### src/rtl/mips_defs.sv
// Shared definitions for the fetch stage: FSM encodings, NOP word, reset PC.
package mips_defs;

  typedef enum logic [1:0] {
    IDLE  = 2'd0,
    FETCH = 2'd1,
    HOLD  = 2'd2
  } fetch_state_e;

  localparam logic [31:0] NOP_INSTR    = 32'h0000_0000;
  localparam logic [31:0] RESET_PC_DEF = 32'h0000_0000;

  // Clear the two low bits so the PC is always word aligned.
  function automatic logic [31:0] word_align(input logic [31:0] addr);
    return addr & 32'hFFFF_FFFC;
  endfunction

endpackage

### src/rtl/if_id_reg.sv
// IF/ID pipeline register: instruction word, its PC and a valid flag.
// Priority: clear (reset contents) > load (new instruction) > bubble (drop valid).
module if_id_reg
  import mips_defs::*;
(
  input  logic        clk,
  input  logic        clear,
  input  logic        load,
  input  logic        bubble,
  input  logic [31:0] instr_in,
  input  logic [31:0] pc_in,
  output logic [31:0] if_instr,
  output logic [31:0] if_pc,
  output logic        if_valid
);

  logic [31:0] instr_q, instr_d;
  logic [31:0] pc_q, pc_d;
  logic        valid_q, valid_d;

  // Next contents of the IF/ID slot.
  always_comb begin
    instr_d = instr_q;
    pc_d    = pc_q;
    valid_d = valid_q;
    if (clear) begin
      instr_d = NOP_INSTR;
      pc_d    = 32'h0000_0000;
      valid_d = 1'b0;
    end else if (load) begin
      instr_d = instr_in;
      pc_d    = pc_in;
      valid_d = 1'b1;
    end else if (bubble) begin
      valid_d = 1'b0;
    end
  end

  // Register the slot on the rising edge.
  always_ff @(posedge clk) begin
    instr_q <= instr_d;
    pc_q    <= pc_d;
    valid_q <= valid_d;
  end

  assign if_instr = instr_q;
  assign if_pc    = pc_q;
  assign if_valid = valid_q;

endmodule

### src/rtl/pc_fetch_unit.sv
// PC register and instruction-fetch sequencer feeding the IF/ID register.
// An instruction acked while decode is stalled is parked in a hold buffer
// (HOLD state) so it is neither lost nor refetched.
module pc_fetch_unit
  import mips_defs::*;
#(
  parameter logic [31:0] RESET_PC = RESET_PC_DEF,
  parameter logic [31:0] PC_STEP  = 32'd4
) (
  input  logic        clk,
  input  logic        rst,
  input  logic [31:0] next_pc,
  output logic [31:0] pc_plus4,
  output logic [31:0] pc,
  output logic        imem_req,
  output logic [31:0] imem_addr,
  input  logic        imem_ack,
  input  logic [31:0] imem_rdata,
  input  logic        stall,
  input  logic        flush,
  output logic [31:0] if_instr,
  output logic [31:0] if_pc,
  output logic        if_valid
);

  fetch_state_e state_q, state_d;
  logic [31:0]  pc_q, pc_d;
  logic [31:0]  hold_q, hold_d;
  logic         imem_req_q, imem_req_d;

  logic         ifid_load;
  logic         ifid_bubble;
  logic [31:0]  ifid_instr;

  // Next-state, PC load and IF/ID control decisions.
  always_comb begin
    state_d     = state_q;
    pc_d        = pc_q;
    hold_d      = hold_q;
    ifid_load   = 1'b0;
    ifid_bubble = 1'b0;
    ifid_instr  = imem_rdata;
    case (state_q)
      IDLE: begin
        state_d = FETCH;
      end
      FETCH: begin
        if (flush) begin
          ifid_bubble = 1'b1;
          pc_d        = word_align(next_pc);
        end else if (imem_ack && !stall) begin
          ifid_load = 1'b1;
          pc_d      = word_align(next_pc);
        end else if (imem_ack && stall) begin
          hold_d  = imem_rdata;
          state_d = HOLD;
        end else if (!stall) begin
          ifid_bubble = 1'b1;
        end
      end
      HOLD: begin
        if (flush) begin
          ifid_bubble = 1'b1;
          pc_d        = word_align(next_pc);
          state_d     = FETCH;
        end else if (!stall) begin
          ifid_load  = 1'b1;
          ifid_instr = hold_q;
          pc_d       = word_align(next_pc);
          state_d    = FETCH;
        end
      end
      default: begin
        state_d = IDLE;
      end
    endcase
    imem_req_d = (state_d == FETCH);
  end

  // State, PC, hold buffer and registered request.
  always_ff @(posedge clk) begin
    if (rst) begin
      state_q    <= IDLE;
      pc_q       <= RESET_PC;
      hold_q     <= NOP_INSTR;
      imem_req_q <= 1'b0;
    end else begin
      state_q    <= state_d;
      pc_q       <= pc_d;
      hold_q     <= hold_d;
      imem_req_q <= imem_req_d;
    end
  end

  if_id_reg u_if_id_reg (
    .clk      (clk),
    .clear    (rst),
    .load     (ifid_load),
    .bubble   (ifid_bubble),
    .instr_in (ifid_instr),
    .pc_in    (pc_q),
    .if_instr (if_instr),
    .if_pc    (if_pc),
    .if_valid (if_valid)
  );

  assign pc        = pc_q;
  assign pc_plus4  = pc_q + PC_STEP;
  assign imem_addr = pc_q;
  assign imem_req  = imem_req_q;

endmodule

### config.mk
export PLATFORM = sky130hd
export DESIGN_NAME = pc_fetch_unit
export DESIGN_NICKNAME = d
export VERILOG_FILES = /design/src/rtl/mips_defs.sv /design/src/rtl/if_id_reg.sv /design/src/rtl/pc_fetch_unit.sv
export SDC_FILE = /design/constraint.sdc
export NUM_CORES = 1
export LEC_CHECK = 0
export ABC_AREA = 1
export BUFFER_PORTS_ARGS = -buffer_cell sky130_fd_sc_hd__buf_2
export CELL_PAD_IN_SITES_DETAIL_PLACEMENT = 0
export CELL_PAD_IN_SITES_GLOBAL_PLACEMENT = 2
export CORE_MARGIN = 2
export CORE_UTILIZATION = 25
export DETAILED_ROUTE_END_ITERATION = 7
export GPL_ROUTABILITY_DRIVEN = 0
export PLACE_DENSITY_LB_ADDON = 0.12
export RECOVER_POWER = 25
export SLEW_MARGIN = 20
export SYNTH_ARGS = -nofsm -noshare
export SYNTH_HDL_FRONTEND = slang
export SYNTH_SLANG_ARGS = --single-unit
export TNS_END_PERCENT = 30
### constraint.sdc
create_clock -name clk -period 2.2 [get_ports clk]
set_clock_uncertainty 0.15 [all_clocks]
set_input_delay 0.11 -clock clk [delete_from_list [all_inputs] [get_ports clk]]
set_output_delay 0.11 -clock clk [all_outputs]
set_load 0.02 [all_outputs]
==> impl_results.md <==
- Biggest area consumer among synthesized cells: dfxtp_1
- I/O pin count: 231
- Lkg Pwr: 4.25 nW
- Worst Hold End: state_q[0]
- Warnings from Yosys: 0
- Tot GR Track Use: 0.155
- Register area share after synthesis: 0.394
- CP cell instances: ha_2 > nand3_4 > inv_2 > nand2_2 > nor2_2 > xor2_1 > buf_2
- Area contributors post-synth: dfxtp_1 (39%), nand2_1 (17%), nor2_1 (12%)
- Post-synth EDFFs: 0
- CP Launch Point: imem_addr[3]
- CP peak stage delay: 0.37 ns
- WP data arrival: 1.79 ns
- Fmax: 0.489 GHz
- Total of max-cap violations: 0
- Worst Hold Class: input port to flip-flop
- IO buf count: 220
- Vias in the first global route: 6234
- Filler cell count: 2902
- Hold wc startpoint: stall
- CP bufs+invs: 2
- DR vias/cell: 4.15
- Final net count: 1334
- Final setup margin: 0.154 ns
- R2R Setup Slk: 0.40 ns
- Root Buffer: clkbuf_16
- Num CTS Buffers: 17
- Clk_lat worst skew: 0.42 ns
- Yosys reg bits: 128
- ANT nets after route: 0
- Die area: 27300 µm²
- Starting Density: 0.252
- DIE HEIGHT: 165 µm
- Post-DP HPWL: 14900 µm
- First-pass detailed-route iteration total: 4
- Cells after Synth: 1026
- Placed cells: 1512
- Distinct cells, synth: 23
- CP top delay family: flip-flops
- Hold path cells: 6
- R2r startpoint: state_q[1]
- Syn_area_per_cell: 6.34 µm²
- Gr ovfl total: 0
- Async S/R FF share, synth: 0
- Clock tree sinks: 128
- Share of the synthesized area in the top cell type: 0.394
- Total Wirelength: 21200 µm
- DP Area: 7720 µm²
- Max VDD drop: 0.357 mV
- Sequential cell area: 2590 µm²
- Initial antenna violation count: 0
- PD cells: 755 nW/µm²
- Setup violations, final: 0
- Final Hold Vio Count: 0
- Tcrit/Tclk final: 0.930
- Clock slew seen by the registers of the worst setup and hold paths: 0.06 ns
- Post-route cell area: 9000 µm²
- CTS tree: done
- Max FO, Critical Path: 5
- CP Capture Type: primary output
- DRC: 0
- Critical R2R Capture: u_if_id_reg.if_pc[30]
- Fin crit period: 2.05 ns
- Most used DFF post-synth: dfxtp_1
- Place WS: 0.314 ns
- Core Rows: 59
- Worst Path Required: 1.94 ns
- Depth of the CTS H-tree: 4
- N_diodes: 0
- TNS Setup: 0 ns
- Multi-input logic area: 3100 µm²
- Util after Layout: 0.348
- First-pass GRT wire length: 32800 µm
- Largest net degree at the start of global routing: 68
- Chip width: 165 µm
- Worst setup path category: flip-flop to primary output
- Outcome: complete, no violations
- Routed len/inst: 13.2 µm
- Count of pins over their slew limit: 0
- Critical Path Start Type: flip-flop
- CTS max path bufs: 2
- Final Instance Count excl. Fillers: 1607
- Crit-path slowest cell: dfxtp_2
- RSZ-0062 raised after global routing: true
- Worst r2r path cells: 10
- CORE AREA: 25800 µm²
- Total number of vias: 6669
- Layout cells sized above 1: 0.197
- Synth-to-layout area growth: 38.2%
- Synthesized cell area: 6510 µm²
- Initial DRC count: 360
worst max path at each step:
stage	slack (ns)	endpoint	cells past startpoint
2_1_floorplan	0.31	pc_plus4[16]	5
3_3_place_gp	0.34	pc_plus4[18]	7
3_5_place_dp	0.31	pc_plus4[18]	7
4_1_cts	-0.04	pc_plus4[18]	7
5_1_grt	-0.02	pc_plus4[28]	9
6_report	0.15	pc_plus4[18]	7
through the flow:
| step | hold slack [ns] | power (mW) |
|---|---|---|
| after floorplan | 0.0291 | 3.38 |
| after global placement | 0.186 | 3.75 |
| after detailed placement | 0.190 | 3.75 |
| after CTS | 0.0175 | 6.91 |
| after global routing | 0.0778 | 7.18 |
| final | 0.0281 | 6.79 |
repair_timing:
action | in CTS | in global routing
pin swaps | 0 | 1
endpoints found under the setup margin | 16 | 18
hold buffers | 64 | 0
gates cloned | 0 | 0
hold endpoints to repair | 107 | 0
resized for setup | 13 | 35
setup buffers | 0 | 0
synthesized netlist by cell type, drive strengths merged (5+ instances only):
library cell,number
nand2,289
nor2,204
dfxtp,128
inv,109
buf,70
o21ai,66
a21oi,64
nand3,51
clkbuf,21
xor2,15
ha,5
layer usage:
metal | GRT usage | routed length (µm) | up-vias
met2 | 0.251 | 9420 | 196
met3 | 0.0400 | 1350 | 20
met4 | 0.0458 | 274 | 0
met5 | 0 | 0 | -
li1 | - | - | 3560
met1 | 0.204 | 10200 | 2893
worst reg2reg max path, delay by kind of cell (launching register included):
kind	cells	cell delay [ns]
and+or+nand+nor	6	0.62
buffers and inverters	3	0.42
DFF	1	0.34
adders and majority gates	1	0.18
sequential cells by signal, indices dropped and copies added (netlist names):
signal and count:
u_if_id_reg.if_pc 30, u_if_id_reg.if_instr 32, u_if_id_reg.if_valid 1, imem_req 1
hold_q 32, state_q 2, imem_addr 30
final cells by class:
type | instances | share of cell area
Tap cell | 335 | 0.0466
Multi-Input combinational cell | 704 | 0.345
Clock inverter | 13 | 0.0209
Clock buffer | 18 | 0.0477
Sequential cell | 128 | 0.288
Timing Repair Buffer | 299 | 0.206
Inverter | 110 | 0.0462
report_power, final:
part	internal, mW	leakage [nW]	total, mW	switching, mW
registers	2.44	1.05	2.56	0.122
clock network	1.90	0.293	3.02	1.12
logic	0.432	2.90	1.22	0.789
total	4.76	4.25	6.79	2.03
cell families (layout without fill, tap and decap cells):
kind of cell	Yosys count	count (layout)	share of synthesized area
DFF	128	128	0.394
other	1	8	0.000576
AOI/OAI and AO/OA	131	131	0.101
and+or+nand+nor	545	545	0.326
adders and majority gates	5	5	0.00961
xor gates and xnor gates	15	15	0.0202
buffers and inverters	201	440	0.149
placed cells by master, fill, tap and decap left out:
cell and n:
ha_2 2, clkbuf_1 70, o21ai_1 2, inv_2 6, nand3_4 1, inv_6 2, dfxtp_1 108, clkinv_4 2
bufinv_16 4, inv_4 1, inv_1 103, nand3_1 47, nor2_4 4, a21boi_0 1, buf_4 8, ha_1 3
dlygate4sd3_1 64, clkinv_2 2, buf_2 151, nand2_2 5, nor2_1 188, dfxtp_2 19, nand2_1 284, nand3_2 3
nand3b_1 1, xor2_1 15, a21oi_1 64, buf_12 7, conb_1 8, clkbuf_16 17, o21ai_0 64, clkinvlp_4 3
dfxtp_4 1, nor2_2 12
(Power assumes the default switching activity.)
